===== config.mk =====
export PLATFORM = sky130hd
export DESIGN_NAME = mpt_walk_arbiter_flat
export DESIGN_NICKNAME = d
export VERILOG_FILES = /design/src/rtl/mpt_pkg.sv /design/src/rtl/mpt_walk_arbiter_if.sv /design/src/rtl/mpt_rr_picker.sv /design/src/rtl/mpt_walk_arbiter.sv /design/src/flat_wrapper.sv
export SDC_FILE = /design/constraint.sdc
export NUM_CORES = 1
export LEC_CHECK = 0
export ABC_CLOCK_PERIOD_IN_PS = 1400
export CORE_MARGIN = 2
export CORE_UTILIZATION = 35
export CTS_CLUSTER_DIAMETER = 60
export DETAILED_ROUTE_END_ITERATION = 7
export GPL_TIMING_DRIVEN = 0
export PLACE_DENSITY = 0.77
export SETUP_SLACK_MARGIN = 0.4
export SKIP_LAST_GASP = 1
export SYNTH_ARGS = -nofsm -noshare
export SYNTH_HDL_FRONTEND = slang
export SYNTH_HIERARCHICAL = 1
export SYNTH_SLANG_ARGS = --single-unit

===== constraint.sdc =====
create_clock -name clk_i -period 1.4 [get_ports clk_i]
set_input_delay 0.21 -clock clk_i [delete_from_list [all_inputs] [get_ports clk_i]]
set_output_delay 0.21 -clock clk_i [all_outputs]
set_load 0.02 [all_outputs]

===== src/rtl/mpt_pkg.sv =====
// Shared MPT types plus the walk-arbiter additions (arb_state_e, MPT_ARB_MAX_REQ).
package mpt_pkg;

    localparam int MPT_ARB_MAX_REQ = 8;
    localparam int SPA_W           = 34;

    // Supervisor physical address: raw view or page/offset view.
    typedef union packed {
        logic [SPA_W-1:0] raw;
        struct packed {
            logic [21:0] ppn;
            logic [11:0] off;
        } f;
    } spa_t_u;

    typedef enum logic [1:0] {
        MPT_ACCESS_READ  = 2'd0,
        MPT_ACCESS_WRITE = 2'd1,
        MPT_ACCESS_EXEC  = 2'd2
    } mpt_access_e;

    typedef enum logic [1:0] {
        FMT_NONE       = 2'd0,
        FMT_RESERVED   = 2'd1,
        FMT_MISALIGNED = 2'd2,
        FMT_BAD_LEVEL  = 2'd3
    } page_format_fault_e;

    typedef struct packed {
        logic        valid;
        logic [21:0] ppn;
        logic [2:0]  perm;
    } plb_entry_t;

    typedef enum logic [1:0] {
        IDLE  = 2'd0,
        ISSUE = 2'd1,
        WAIT  = 2'd2,
        RESP  = 2'd3
    } arb_state_e;

endpackage


===== src/rtl/mpt_walk_arbiter_if.sv =====
// Requester-side bundle of the walk arbiter: request handshake and shared response.
interface mpt_walk_arbiter_if #(
    parameter int NUM_REQ = 2
);
    import mpt_pkg::*;

    logic               [NUM_REQ-1:0] req_valid_i;
    logic               [NUM_REQ-1:0] req_ready_o;
    spa_t_u             [NUM_REQ-1:0] req_spa_i;
    mpt_access_e        [NUM_REQ-1:0] req_access_i;
    logic               [NUM_REQ-1:0] rsp_valid_o;
    plb_entry_t                       rsp_entry_o;
    logic                             rsp_allow_o;
    logic                             rsp_access_fault_o;
    page_format_fault_e               rsp_format_error_o;
    logic                             rsp_timeout_o;

    // Requesters (PLB miss handlers) drive requests and consume responses.
    modport master (
        output req_valid_i, req_spa_i, req_access_i,
        input  req_ready_o, rsp_valid_o, rsp_entry_o, rsp_allow_o,
               rsp_access_fault_o, rsp_format_error_o, rsp_timeout_o
    );

    // The arbiter accepts requests and produces responses.
    modport slave (
        input  req_valid_i, req_spa_i, req_access_i,
        output req_ready_o, rsp_valid_o, rsp_entry_o, rsp_allow_o,
               rsp_access_fault_o, rsp_format_error_o, rsp_timeout_o
    );
endinterface


===== src/rtl/mpt_rr_picker.sv =====
// Combinational round-robin selector: first set request at or above the pointer, wrapping.
module mpt_rr_picker #(
    parameter int NUM_REQ = 2,
    parameter int IW      = (NUM_REQ > 1) ? $clog2(NUM_REQ) : 1
) (
    input  logic [NUM_REQ-1:0] i_req,
    input  logic [IW-1:0]      i_ptr,
    output logic [NUM_REQ-1:0] o_gnt,
    output logic [IW-1:0]      o_idx,
    output logic               o_any
);

    logic          w_found;
    logic [IW-1:0] w_pos;

    // Scan requesters starting at the pointer; the first hit wins.
    always_comb begin
        o_gnt   = '0;
        o_idx   = '0;
        w_found = 1'b0;
        w_pos   = '0;
        for (int k = 0; k < NUM_REQ; k++) begin
            w_pos = IW'((int'(i_ptr) + k) % NUM_REQ);
            if (!w_found && i_req[w_pos]) begin
                w_found      = 1'b1;
                o_gnt[w_pos] = 1'b1;
                o_idx        = w_pos;
            end
        end
    end

    assign o_any = w_found;

endmodule


===== src/rtl/mpt_walk_arbiter.sv =====
// Shares one MPT page-table walker among NUM_REQ requesters with round-robin grants.
// Optional MPT_ARB_WATCHDOG_EN: aborts a walk after TIMEOUT_CYCLES WAIT cycles and
// returns a timeout/access-fault response to the owner.
module mpt_walk_arbiter
    import mpt_pkg::*;
#(
    parameter int NUM_REQ        = 2,
    parameter int TIMEOUT_CYCLES = 1024
) (
    input  logic               clk_i,
    input  logic               rst_ni,
    input  logic               flush_i,
    mpt_walk_arbiter_if.slave  req_if,
    output logic               ptw_enable_o,
    output logic               addr_valid_o,
    output logic               ptw_flush_o,
    output spa_t_u             ptw_spa_o,
    output mpt_access_e        ptw_access_o,
    input  logic               ptw_busy_i,
    input  logic               ptw_valid_i,
    input  logic               access_page_fault_i,
    input  logic               allow_i,
    input  page_format_fault_e format_error_i,
    input  plb_entry_t         plb_entry_i
);

    localparam int IW = (NUM_REQ > 1) ? $clog2(NUM_REQ) : 1;

    if (NUM_REQ < 1 || NUM_REQ > MPT_ARB_MAX_REQ || TIMEOUT_CYCLES < 1) begin : g_bad_cfg
        $error("mpt_walk_arbiter: parameter out of range");
    end

    arb_state_e         r_state, w_next;
    logic [IW-1:0]      r_ptr, r_owner, w_idx, w_ptr_nxt;
    logic [NUM_REQ-1:0] w_gnt;
    logic               w_any, w_hs, w_done, w_cap, w_wd_fire;
    spa_t_u             r_spa;
    mpt_access_e        r_access;
    plb_entry_t         r_entry;
    logic               r_allow, r_afault;
    page_format_fault_e r_ferr;
    logic               w_unused_busy;

    // Walker busy is informational only; completion is judged from the result signals.
    assign w_unused_busy = ptw_busy_i;

    mpt_rr_picker #(.NUM_REQ(NUM_REQ), .IW(IW)) u_picker (
        .i_req (req_if.req_valid_i),
        .i_ptr (r_ptr),
        .o_gnt (w_gnt),
        .o_idx (w_idx),
        .o_any (w_any)
    );

    assign w_done    = ptw_valid_i | access_page_fault_i | (format_error_i != FMT_NONE);
    assign w_ptr_nxt = (w_idx == IW'(NUM_REQ - 1)) ? '0 : w_idx + 1'b1;

`ifdef MPT_ARB_WATCHDOG_EN
    localparam int WDW = $clog2(TIMEOUT_CYCLES + 1);
    logic [WDW-1:0] r_wdog;
    logic           r_timeout;

    // Fires in the TIMEOUT_CYCLES-th WAIT cycle; a completion that same cycle wins.
    assign w_wd_fire = (r_state == WAIT) && !flush_i && !w_done &&
                       (r_wdog == WDW'(TIMEOUT_CYCLES - 1));

    // Watchdog: cleared in ISSUE, counts WAIT cycles; timeout response overrides payload.
    always_ff @(posedge clk_i or negedge rst_ni) begin
        if (!rst_ni) begin
            r_wdog    <= '0;
            r_timeout <= 1'b0;
        end else begin
            if (r_state == ISSUE)     r_wdog <= '0;
            else if (r_state == WAIT) r_wdog <= r_wdog + 1'b1;
            if (w_cap)                r_timeout <= 1'b0;
            else if (w_wd_fire)       r_timeout <= 1'b1;
        end
    end

    assign req_if.rsp_timeout_o = r_timeout;
`else
    assign w_wd_fire            = 1'b0;
    assign req_if.rsp_timeout_o = 1'b0;
`endif

    // State register.
    always_ff @(posedge clk_i or negedge rst_ni) begin
        if (!rst_ni) r_state <= IDLE;
        else         r_state <= w_next;
    end

    // Next state and handshake/walker controls; flush overrides everything.
    always_comb begin
        w_next              = r_state;
        w_hs                = 1'b0;
        w_cap               = 1'b0;
        ptw_enable_o        = 1'b0;
        addr_valid_o        = 1'b0;
        req_if.req_ready_o  = '0;
        req_if.rsp_valid_o  = '0;
        case (r_state)
            IDLE: begin
                if (!flush_i && w_any) begin
                    req_if.req_ready_o = w_gnt;
                    w_hs               = 1'b1;
                    w_next             = ISSUE;
                end
            end
            ISSUE: begin
                ptw_enable_o = 1'b1;
                addr_valid_o = 1'b1;
                w_next       = WAIT;
            end
            WAIT: begin
                ptw_enable_o = 1'b1;
                if (w_done) begin
                    w_cap  = !flush_i;
                    w_next = RESP;
                end else if (w_wd_fire) begin
                    w_next = RESP;
                end
            end
            RESP: begin
                if (!flush_i) req_if.rsp_valid_o = NUM_REQ'(1) << r_owner;
                w_next = IDLE;
            end
            default: w_next = IDLE;
        endcase
        if (flush_i) w_next = IDLE;
    end

    // Latched request, round-robin pointer and response payload.
    always_ff @(posedge clk_i or negedge rst_ni) begin
        if (!rst_ni) begin
            r_ptr    <= '0;
            r_owner  <= '0;
            r_spa    <= '0;
            r_access <= MPT_ACCESS_READ;
            r_entry  <= '0;
            r_allow  <= 1'b0;
            r_afault <= 1'b0;
            r_ferr   <= FMT_NONE;
        end else begin
            if (w_hs) begin
                r_spa    <= req_if.req_spa_i[w_idx];
                r_access <= req_if.req_access_i[w_idx];
                r_owner  <= w_idx;
                r_ptr    <= w_ptr_nxt;
            end
            if (w_cap) begin
                r_entry  <= plb_entry_i;
                r_allow  <= allow_i;
                r_afault <= access_page_fault_i;
                r_ferr   <= format_error_i;
            end else if (w_wd_fire) begin
                r_entry  <= '0;
                r_allow  <= 1'b0;
                r_afault <= 1'b1;
                r_ferr   <= FMT_NONE;
            end
        end
    end

    assign ptw_flush_o               = flush_i | w_wd_fire;
    assign ptw_spa_o                 = r_spa;
    assign ptw_access_o              = r_access;
    assign req_if.rsp_entry_o        = r_entry;
    assign req_if.rsp_allow_o        = r_allow;
    assign req_if.rsp_access_fault_o = r_afault;
    assign req_if.rsp_format_error_o = r_ferr;

endmodule


===== src/flat_wrapper.sv =====
// flat-port wrapper written by rule: the top's interface ports become plain ports
module mpt_walk_arbiter_flat import mpt_pkg::*;
#(
    parameter int NUM_REQ        = 2,
    parameter int TIMEOUT_CYCLES = 1024
)
  (clk_i, rst_ni, flush_i, ptw_enable_o, addr_valid_o, ptw_flush_o, ptw_spa_o, ptw_access_o, ptw_busy_i, ptw_valid_i, access_page_fault_i, allow_i, format_error_i, plb_entry_i, req_if_req_valid_i, req_if_req_spa_i, req_if_req_access_i, req_if_req_ready_o, req_if_rsp_valid_o, req_if_rsp_entry_o, req_if_rsp_allow_o, req_if_rsp_access_fault_o, req_if_rsp_format_error_o, req_if_rsp_timeout_o);
  mpt_walk_arbiter_if #(.NUM_REQ(NUM_REQ)) req_if_i ();
  input  logic clk_i;
  input  logic rst_ni;
  input  logic flush_i;
  output logic ptw_enable_o;
  output logic addr_valid_o;
  output logic ptw_flush_o;
  output spa_t_u ptw_spa_o;
  output mpt_access_e ptw_access_o;
  input  logic ptw_busy_i;
  input  logic ptw_valid_i;
  input  logic access_page_fault_i;
  input  logic allow_i;
  input  page_format_fault_e format_error_i;
  input  plb_entry_t plb_entry_i;
  input wire logic [$bits(req_if_i.req_valid_i)-1:0] req_if_req_valid_i;
  input wire logic [$bits(req_if_i.req_spa_i)-1:0] req_if_req_spa_i;
  input wire logic [$bits(req_if_i.req_access_i)-1:0] req_if_req_access_i;
  output wire logic [$bits(req_if_i.req_ready_o)-1:0] req_if_req_ready_o;
  output wire logic [$bits(req_if_i.rsp_valid_o)-1:0] req_if_rsp_valid_o;
  output wire logic [$bits(req_if_i.rsp_entry_o)-1:0] req_if_rsp_entry_o;
  output wire logic [$bits(req_if_i.rsp_allow_o)-1:0] req_if_rsp_allow_o;
  output wire logic [$bits(req_if_i.rsp_access_fault_o)-1:0] req_if_rsp_access_fault_o;
  output wire logic [$bits(req_if_i.rsp_format_error_o)-1:0] req_if_rsp_format_error_o;
  output wire logic [$bits(req_if_i.rsp_timeout_o)-1:0] req_if_rsp_timeout_o;
  assign req_if_i.req_valid_i = req_if_req_valid_i;
  assign req_if_i.req_spa_i = req_if_req_spa_i;
  assign req_if_i.req_access_i = req_if_req_access_i;
  assign req_if_req_ready_o = req_if_i.req_ready_o;
  assign req_if_rsp_valid_o = req_if_i.rsp_valid_o;
  assign req_if_rsp_entry_o = req_if_i.rsp_entry_o;
  assign req_if_rsp_allow_o = req_if_i.rsp_allow_o;
  assign req_if_rsp_access_fault_o = req_if_i.rsp_access_fault_o;
  assign req_if_rsp_format_error_o = req_if_i.rsp_format_error_o;
  assign req_if_rsp_timeout_o = req_if_i.rsp_timeout_o;
  mpt_walk_arbiter #(.NUM_REQ(NUM_REQ), .TIMEOUT_CYCLES(TIMEOUT_CYCLES)) u_core (.clk_i(clk_i), .rst_ni(rst_ni), .flush_i(flush_i), .req_if(req_if_i), .ptw_enable_o(ptw_enable_o), .addr_valid_o(addr_valid_o), .ptw_flush_o(ptw_flush_o), .ptw_spa_o(ptw_spa_o), .ptw_access_o(ptw_access_o), .ptw_busy_i(ptw_busy_i), .ptw_valid_i(ptw_valid_i), .access_page_fault_i(access_page_fault_i), .allow_i(allow_i), .format_error_i(format_error_i), .plb_entry_i(plb_entry_i));
endmodule

==> Yosys cells after proc, flatten, opt, wreduce, memory -nomap -nowiden <==
Cells that the tools add are included.
{ "totals": {"ff_bits": 70, "elab_cells": 70, "in_bits": 109, "output_inout_bits": 74} }
{ "op_classes": {"n_shift": 1, "n_reduce_logical": 10, "n_lt_le_gt_ge": 5, "bitwise": 3, "n_eq_ne": 5, "mux": 33, "n_addsub": 2} }
{ "op_table": {"columns": ["op", "n"], "rows": [
  ["2-to-1 mux 34 bit", 2],
  ["2-to-1 mux 2 bit", 11],
  ["2-to-1 mux 1 bit", 17],
  ["one-hot mux 2 bit (4 select lines)", 1],
  ["< comparator 1 x 2 -> 1 bit (second input constant)", 3],
  ["!= test 3 x 2 -> 1 bit (second input constant)", 2],
  ["equality test 2 bit (second input constant)", 2],
  ["logical AND 1 bit", 4],
  ["adder 1 bit (second input constant)", 2],
  ["demux 1 bit (select 1 bit)", 2],
  ["equality test 2 x 1 -> 1 bit (second input constant)", 1],
  ["greater-or-equal comparator 1 bit (second input constant)", 2],
  ["zero test 1 bit", 2],
  ["zero test 2 bit", 1],
  ["bitwise OR 1 bit", 2],
  ["bitwise OR 2 bit", 1],
  ["AND reduction 2 bit", 1],
  ["nonzero test 2 bit", 1],
  ["OR reduction 2 bit", 1],
  ["left shift 1 x 1 -> 2 bit (first input constant)", 1]
]} }

==> Logic depth before layout (Yosys ltp) <==
{ "depth": {"word_depth": 10, "ltp_mapped": 7, "depth_no_buf": 5} }

==> Cells and area by module <==
Netlist, hierarchy kept.
{ "by_module_without_submodules": {"columns": ["mod", "instances", "cells_per_inst", "area_each_um2"], "rows": [
  ["mpt_walk_arbiter", 1, 253, 3204.3],
  ["mpt_rr_picker", 1, 5, 32.5]
]} }

==> Worst setup path after synthesis <==
No wires, ideal clock.
{ "synth_path": {"path_type": "reg2out", "startpoint": "register u_core.r_state[0]", "endpoint": "output port req_if_req_ready_o[0]", "path_stages_with_launch": 7, "arrival_ns": 1.394, "setup_slack_ns": -0.204, "cell_sequence": "dfrtp_1 -> inv_1 -> ha_1 -> nand3b_1 -> buf_2 -> buf_2 -> nor2_1"} }
{ "synth_between": {"elab_chain_len": 2} }
{ "synth_rtl": {"columns": ["item", "line_no", "source"], "rows": [
  ["start: declaration", "mpt_walk_arbiter.sv:33", "arb_state_e r_state, w_next;"],
  ["start signal: assignment", "mpt_walk_arbiter.sv:89", "else r_state <= w_next;"],
  ["zero test 2 bit", "mpt_walk_arbiter.sv:101", "case (r_state)"],
  ["2-to-1 mux 2 bit", "mpt_walk_arbiter.sv:101", null],
  ["end: declaration", "flat_wrapper.sv:26", "output wire logic [$bits(req_if_i.req_ready_o)-1:0] req_if_req_ready_o;"]
]} }
No other way between the ends.

==> Worst setup path in the final report <==
{ "layout_path": {"startpoint": "register u_core.r_state[1]", "endpoint": "register u_core.r_entry, in the netlist u_core/req_if.rsp_entry_o[3]"} }
{ "layout_between": {"elab_chain_len": 2} }
{ "layout_rtl": {"columns": ["item", "line_no", "source"], "rows": [
  ["equality test 2 bit", "mpt_walk_arbiter.sv:101", null],
  ["2-to-1 mux 1 bit", "mpt_walk_arbiter.sv:101", null],
  ["end signal: assignment", "mpt_walk_arbiter.sv:151", "r_entry <= plb_entry_i;"],
  ["end: declaration", "mpt_walk_arbiter.sv:39", "plb_entry_t r_entry;"]
]} }
No other way between the ends.
A chain may end at the register's enable or synchronous reset.

==> metrics.yaml <==
run_status:
  outcome: "finished, violations left"
  violations: "hold timing, setup timing"
routing:
  first_pass_iters: 4
  routed_wl_um: 11100
  wire_per_inst_um: 17.0
  ant_nets: 0
  initialDrtViolationCount: 69
  drc_errors: 0
  avgViaCountPerCell: 4.74
  vias: 3094
setup_path:
  path_max_fanout: 6
  cpMaxStageDelayCell: "dfrtp_2"
  path_buf_inv: 5
  r2r-end: "u_core/req_if.rsp_entry_o[3]$_DFFE_PN0P_"
  worstSetupPathType: "flip-flop to flip-flop"
  critPathCaptureType: "flip-flop"
  crit_top_cell: "buf_6"
  cp.arrival_ps: 2040
  start_kind: "flip-flop"
  rrSetupSlack_ps: -420
  rr_worst_depth: 8
  cp_cell_sequence: "buf_6 > buf_6 > ha_4 > nor3b_4 > buf_6 > buf_12 > buf_16 > mux2_4"
  worstPathRequired_ps: 1620
  critical_path.top_delay_family: "buffers and inverters"
  max_stage_delay_ps: 430
  r2r_start: "u_core/r_state[1]$_DFFE_PN0P_"
clock_tree:
  cts_hold_buf: 0
  cts.reportedPaths.clkPinSlew_ps: 80
  cts_buffers: 9
  clock_sinks: 70
  cts_tree: "done"
  cts_root_buf: "clkbuf_8"
  clkLatencyLatePin_ps: 340
  htreeDepth: 3
  cts_max_path_buffers: 2
grt:
  track_usage_pct: 19.5
  first_global_vias: 3027
  grt_pass1_wl_um: 15300
  gr-total-overflow: 0
  antenna_found_initial: 0
  grt_max_degree: 71
synth:
  synthMuxAreaShare_pct: 25.4
  yosysTopAreaCellShare_pct: 54.1
  synth_cell_types: 25
  syn_avg_cell_area_um2: 12.5
  async_flop_share_pct: 100
  synth_fp_nets: 371
  yosysWarnings: 6
  synth_xor_area_share_pct: 0
  synth_top_family_by_area: "multiplexers"
  syn_inst: 258
  synth_compound_area_share_pct: 7.58
  ys_seq_area_share_pct: 54.1
  yosys.area_share.simple_pct: 7.15
  ys_ff_latch: 70
  synthTopCellsByArea: "dfrtp_1 54%, mux2_4 14%, mux2i_1 11%"
  synth-adder-area-share_pct: 1.55
  synthFlopType: "dfrtp_1"
  yosysTopAreaCell: "dfrtp_1"
  syn_area_mm2: 0.00324
  synth-edff-count: 0
floorplan:
  start_util_pct: 35.5
  die_h_um: 100
  num_rows: 35
  io_pins: 183
  die_area_mm2: 0.0100
  core_area_mm2: 0.00911
  dieWidth_um: 100
sta:
  rsz0062_at_grt: "yes"
  finalCritPeriodShare_pct: 130
  min_period_ps: 1820
  slew_headroom_pct: 40.0
  setup_tns_ps: -18180
  finalHoldViolations: 9
  slew_viol_final: 0
  setup_viol: 75
  skew_ps: 6.44
  postLayoutSetupSlackWorst_ps: -418
  clock.fmax_mhz: 550
  fin_hold_ws_ps: -5.15
  worst_pin_slew_ps: 900
place:
  placed_cell_area_mm2: 0.00525
  port_buffers: 180
  hpwl_um: 6530
  placed_cells: 549
  gp_congestion: 0.762
layout:
  fillers: 605
  layout-drive-gt1-share_pct: 53.9
  nNetsFinal: 650
  areaGrowthSynthToFinish_pct: 111
  seq_area_mm2: 0.00175
  fin_util_pct: 74.8
  stdcell_count: 653
  multi_input_area_mm2: 0.00165
  stdcell_area_mm2: 0.00682
  antennaDiodeCount: 0
power:
  sw_frac_of_total_pct: 34.5
  p_int_w: 0.00790
  power_density_mw_per_mm2: 1770
  power_frac_seq_pct: 29.2
  pwr-share-clk_pct: 14.8
  p_sw_w: 0.00416
  p_comb_share_pct: 56.0
  power_leakage_nw: 3.16
  peakVddDrop_v: 0.000705
run:
  cap_violations: 0
hold_path:
  hp-class: "input port to asynchronous set/reset pin"
==> how the worst max path moves through the flow <==
stage / depth (start not counted) / from / slack (ps) / end
final: 8 / u_core/r_state[1]$_DFFE_PN0P_ / -420 / u_core/req_if.rsp_entry_o[3]$_DFFE_PN0P_
after floorplan: 6 / u_core/r_state[1]$_DFFE_PN0P_ / -100 / req_if_req_ready_o[0]
after detailed placement: 6 / flush_i / -1060 / req_if_req_ready_o[1]
after global placement: 1 / rst_ni / -2230 / u_core/ptw_spa_o[0]$_DFFE_PN0P_
after global routing: 7 / u_core/r_state[0]$_DFFE_PN0P_ / -480 / req_if_req_ready_o[0]
after CTS: 7 / u_core/r_state[0]$_DFFE_PN0P_ / -430 / req_if_req_ready_o[0]
==> layer usage <==
metal  GRT usage, %  up-vias  wire length, µm
li1               -     1455                -
met2           34.4      134             5910
met4           6.53        0              138
met5              0        -                0
met1           22.1     1492             4140
met3           6.62       13              902
==> cell usage in the layout (no fill, tap or decap), types with 2 or more instances in the layout <==
cell	Yosys	layout
clkbuf_8	0	9
a311o_1	2	2
inv_1	7	5
a21boi_0	3	2
nor3b_4	0	2
clkinv_2	0	2
buf_8	0	8
dfrtp_2	0	2
dfrtp_1	70	68
nand2_4	0	8
nand2_1	37	11
mux2i_2	0	2
and4_1	2	2
o21ai_2	0	21
ha_4	0	3
buf_4	3	69
o21ai_1	0	16
clkbuf_16	0	6
nor2_4	0	2
mux2i_1	36	32
buf_12	0	9
inv_2	0	2
nand2_2	0	18
mux2_4	30	30
buf_6	3	83
buf_16	0	2
clkdlybuf4s50_1	0	105
mux2i_4	0	2
bufinv_16	0	2
==> Yosys cell counts (2+ instances only) <==
library cell / instances
a2111oi_0: 2
buf_2: 7
a21boi_0: 3
inv_1: 7
a311o_1: 2
mux2_4: 30
dfrtp_1: 70
buf_4: 3
clkbuf_1: 4
mux2i_1: 36
and4_1: 2
nor2_1: 2
buf_6: 3
nand2_1: 37
o21ai_0: 37
ha_1: 4
==> cell type report <==
cell class	count	area share [%]
clock buffer	10	1.87
tap	111	2.04
clock inverter	6	1.27
timing repair buffer	268	41.0
buffer	17	3.47
multi-input combinational	164	24.2
sequential	70	25.7
inverter	7	0.385
==> power by group through the flow <==
stage | Combinational, W | Clock (W) | Sequential (W)
after floorplan | 0.00137 | 0 | 0.00432
after global placement | 0.00464 | 0 | 0.00331
after detailed placement | 0.00469 | 0 | 0.00335
after CTS | 0.00562 | 0.00183 | 0.00345
after global routing | 0.00708 | 0.00194 | 0.00360
final | 0.00676 | 0.00179 | 0.00352
==> kinds of logic after synthesis <==
logic type | Yosys count
AOI/OAI and AO/OA | 44
adders and majority gates | 4
buffers and inverters | 24
DFF | 70
muxes | 67
other | 1
and+or+nand+nor | 48
==> metrics by stage <==
step / power [W] / worst slack (ps)
2_1_floorplan: 0.00569 / -104
3_3_place_gp: 0.00796 / -2230
3_5_place_dp: 0.00804 / -1060
4_1_cts: 0.0109 / -426
5_1_grt: 0.0126 / -476
6_report: 0.0121 / -418
==> registers in the layout, indices dropped and copies added, names as in the netlist <==
register,cells
u_core/r_ptr,1
u_core/ptw_access_o,2
u_core/req_if.rsp_format_error_o,2
u_core/ptw_spa_o,34
u_core/r_state,2
u_core/req_if.rsp_entry_o,26
u_core/req_if.rsp_access_fault_o,1
u_core/r_owner,1
u_core/req_if.rsp_allow_o,1
==> what timing repair did <==
action,CTS,global route
gates resized for setup,477,119
setup buffers,45,34
pin swaps,7,15
cloned,3,6
setup endpoints to repair,143,143
(Power assumes the default switching activity.)
==> edit 1 (same flow settings) <==
`NUM_REQ` is set to 2 in 4 places; all go to 1.
--- a/src/rtl/mpt_walk_arbiter_if.sv
+++ b/src/rtl/mpt_walk_arbiter_if.sv
@@ -1,5 +1,5 @@
 // Requester-side bundle of the walk arbiter: request handshake and shared response.
 interface mpt_walk_arbiter_if #(
-    parameter int NUM_REQ = 2
+    parameter int NUM_REQ = 1
 );
     import mpt_pkg::*;
--- a/src/rtl/mpt_rr_picker.sv
+++ b/src/rtl/mpt_rr_picker.sv
@@ -1,5 +1,5 @@
 // Combinational round-robin selector: first set request at or above the pointer, wrapping.
 module mpt_rr_picker #(
-    parameter int NUM_REQ = 2,
+    parameter int NUM_REQ = 1,
     parameter int IW      = (NUM_REQ > 1) ? $clog2(NUM_REQ) : 1
 ) (
--- a/src/rtl/mpt_walk_arbiter.sv
+++ b/src/rtl/mpt_walk_arbiter.sv
@@ -5,5 +5,5 @@
     import mpt_pkg::*;
 #(
-    parameter int NUM_REQ        = 2,
+    parameter int NUM_REQ        = 1,
     parameter int TIMEOUT_CYCLES = 1024
 ) (
--- a/src/flat_wrapper.sv
+++ b/src/flat_wrapper.sv
@@ -2,5 +2,5 @@
 module mpt_walk_arbiter_flat import mpt_pkg::*;
 #(
-    parameter int NUM_REQ        = 2,
+    parameter int NUM_REQ        = 1,
     parameter int TIMEOUT_CYCLES = 1024
 )
Interface: changed (5 resized); port bits go from 183 to 144. The function was not compared with the original's and may differ.
==> edit 1 against the original RTL <==
  * The run still ends with hold timing, setup timing left
  * Sequential cell count decreased by 1
  * Critical path type is now reg2out
  * Worst setup slack improved by 130 ps
  * Total power decreased by 1.5%
  * Register-to-register slack improved by 140 ps
  * Synthesized area decreased by 11%
  * Wire length decreased by 37%
  * Die area decreased by 10%
  * Design area decreased by 23%
  * Hold slack got worse by 13 ps
==> edit 1: results (changes against the original RTL) <==
RR Endpoint=u_core/req_if.rsp_format_error_o[1]; R2R setup slack=-280 ps (+140 ps); top cells by instance count after synthesis=dfrtp_1, mux2_2, mux2_4, buf_4, ha_1; number of H-tree levels=3 (unchanged); R2R depth=7 (-1); Syn Area/Cell=16.77 um2 (+34%); met2 wire length=3.604 mm (-39%); post-CTS setup buffer count=24 (-47%); Leak=2.430 nW (-23%); fin nets=441 (-32%); GR Layer Usage met3=8.220% (+1.6 points); outcome=finished with violations; share of post-route cells with drive strength above 1=59.35% (+5.5 points); failing checks=hold timing, setup timing; Synth cell types=21 (-16%); Starting DRT DRC Count=25 (-64%); Power Density=2258 mW/mm2 (+28%); Post-Place Worst Slack=-968.8 ps (+93.81 ps); clock power share=14.4% (-0.4 points); Max-Slew Margin vs Limit=42.55% (+2.6 points); Pre-antenna DRT Iters=3 (-1); number of global-route vias before repair=2,208 (-27%); Slowest Stage Delay on Critical Path=410 ps (-20 ps); Metal-1 WL=2.611 mm (-37%); port buffer count=140 (-22%); final setup TNS=-16,060 ps (+2123 ps); logic gate share of total power=54.3% (-1.7 points); M1 GR Usage=17.64% (-4.5 points); sw power=3.971 mW (-4.6%); Crit Path Max Fanout=2 (-4); first-pass GRT wire length=10.65 mm (-30%); CTS resizes=455 (-4.6%); overall global routing resource usage=15.77% (-3.7 points); final setup vio count=72 (-4.0%); # placed instances=417 (-24%); DR WL met3=683 um (-24%); final setup margin=-287.2 ps (+130.4 ps); Final Hold Viols=15 (+6); placed inst area=0.004473 mm2 (-15%); Worst Skew=6.411 ps (-0.02751 ps); multi-input logic area=0.001137 mm2 (-31%); post-DR wirelength/cell=14.78 um (-13%); Synth Net Count=249 (-33%); synth warn=6 (unchanged); met2 GRT Util=25.95% (-8.4 points); routability cong.=0.7150 (-6.1%); Hold Slack=-17.74 ps (-12.58 ps); Max VDD drop=1.190 mV (+69%); largest net degree at the start of global routing=70 (-1.4%); filler instances=604 (-0.17%); drt total wl=7.005 mm (-37%); largest cells by area after synthesis=dfrtp_1, mux2_4, mux2_2; vias per inst=4.388 (-7.4%); DP HPWL=4.626 mm (-29%)
-- edit 1: how the worst max path moves through the flow --
stage                     cells after the start                               end  slack (ps)
after floorplan                               5  u_core/req_if.rsp_access_fault_o         -80
after global placement                        1      u_core/req_if.rsp_entry_o[3]       -2230
after detailed placement                      6                req_if_req_ready_o        -970
after CTS                                     7                req_if_req_ready_o        -330
after global routing                          7                req_if_req_ready_o        -390
final                                         7                req_if_req_ready_o        -290
-- edit 1: cells by family after synthesis --
family	count (synthesis)	synth area share [%]
other cells	2	0.2603
fa+ha+maj	5	2.168
compound gates	4	1.171
simple gates	9	2.645
buf+inv	16	3.859
mux	67	30.05
flops	69	59.84
-- edit 1: cell type report --
class / count / share of cell area (%)
Sequential cell: 69 / 32.83
Clock buffer: 11 / 2.496
Buffer: 12 / 2.758
Clock inverter: 5 / 1.427
Tap cell: 105 / 2.496
Inverter: 4 / 0.2853
Multi-Input combinational cell: 87 / 21.61
Timing Repair Buffer: 181 / 36.09
==> edit 2 (same flow settings) <==
Without the edit above. Re-encode `arb_state_e` (4 states) as one-hot, 4 bits wide.
--- a/src/rtl/mpt_pkg.sv
+++ b/src/rtl/mpt_pkg.sv
@@ -33,9 +33,9 @@
     } plb_entry_t;
 
-    typedef enum logic [1:0] {
-        IDLE  = 2'd0,
-        ISSUE = 2'd1,
-        WAIT  = 2'd2,
-        RESP  = 2'd3
+    typedef enum logic [3:0] {
+        IDLE  = 4'b0001,
+        ISSUE = 4'b0010,
+        WAIT  = 4'b0100,
+        RESP  = 4'b1000
     } arb_state_e;
 
Formal check against the unedited RTL: no difference found for any inputs over 4 cycles, from zero or initial values and one cycle with rst_ni low; so few cycles prove little.
==> edit 2 against the original RTL <==
  * The flow finishes with violations (setup timing)
  * Via count shrank 8.3%
  * Sequential share of layout area shrank 0.25 points
  * Synthesized cell count shrank 14%
  * Design area grew 3.9%
  * Sequential cell count grew 2
  * Total power shrank 21%
  * Synthesized area grew 5.4%
  * Worst setup slack gained 13 ps
  * Hold slack gained 240 ps
  * Clock power grew 20%
  * Wire length shrank 6.6%
  * Critical path depth grew 1
  * Combinational power shrank 35%
  * Largest power group unchanged
==> edit 2: results (changes against the original RTL) <==
outcome=finished with violations; failing checks=setup timing; met2 wire length=5.426 mm (-8.2%); TritonCTS Sinks=72 (+2.9%); Hold Crit Class=in2reg; Post-Place Worst Slack=-1096 ps (-33.82 ps); RR Endpoint=u_core/ptw_spa_o[18]; Worst path slowest cell=dfrtp_1; multiplexer area fraction after synthesis=36.94% (+12 points); final setup TNS=-25,380 ps (-7200 ps); filler instances=649 (+7.3%); DP HPWL=6.391 mm (-2.1%); largest net degree at the start of global routing=46 (-35%); R2R depth=9 (+1); GR Layer Usage met3=4.881% (-1.7 points); post-DR wirelength/cell=16.13 um (-5.0%); routability cong.=0.7184 (-5.7%); final setup margin=-404.4 ps (+13.17 ps); overall global routing resource usage=18.27% (-1.2 points); Adder-Cell Fraction of Synth Area=0% (-1.5 points); sequential share of the synthesized area=52.86% (-1.3 points); final setup vio count=75 (unchanged); first-pass GRT wire length=14.77 mm (-3.3%); share of post-route cells with drive strength above 1=62.87% (+9.0 points); Final Hold Viols=0 (-9); Leak=3.416 nW (+8.0%); Synth Net Count=330 (-11%); inverters=3 (-4); RR Startpoint=u_core/r_state[2]; Post-Syn Area=0.003411 mm2 (+5.4%); Max VDD drop=0.6107 mV (-13%); Slowest Stage Delay on Critical Path=390 ps (-40 ps); Clock-cell share=3.672% (+0.53 points); Synth cell types=32 (+28%); M1 GR Usage=22.39% (+0.29 points); Non-CTS buffers=287 (+0.70%); multi-input logic area=0.001749 mm2 (+5.9%); Syn Area/Cell=15.43 um2 (+23%); Finished Cell Area=0.007087 mm2 (+3.9%); DR WL met3=663 um (-26%); Metal-1 WL=4.201 mm (+1.4%); largest cells by area after synthesis=dfrtp_1, mux2_2, mux2_4; drt total wl=10.36 mm (-6.6%); comb_multi_in=131 (-20%)
==> edit 2: worst max-delay path by stage <==
stage / startpoint / to / slack [ps] / cells past startpoint
after floorplan: u_core/r_ptr / u_core/ptw_access_o[1] / -170 / 6
after global placement: rst_ni / u_core/r_state[3] / -2650 / 1
after detailed placement: req_if_req_valid_i[1] / req_if_req_ready_o[1] / -1100 / 8
after CTS: u_core/r_state[2] / req_if_req_ready_o[0] / -410 / 7
after global routing: u_core/r_state[2] / req_if_req_ready_o[1] / -520 / 7
final: u_core/r_state[2] / u_core/ptw_spa_o[18] / -400 / 9
==> edit 2: repair_timing <==
item	in CTS	in global routing
cloned	7	0
setup endpoints to repair	145	153
resized for setup	487	22
setup buffers	53	30
hold buffers	1	0
endpoints found under the hold margin	27	0
pin swaps	8	5
==> edit 2: where the power goes <==
group / leakage [nW] / internal (mW) / switching [mW]
Combinational: 2.38 / 2.83 / 1.59
Sequential: 0.904 / 2.62 / 0.417
Clock: 0.128 / 1.37 / 0.771
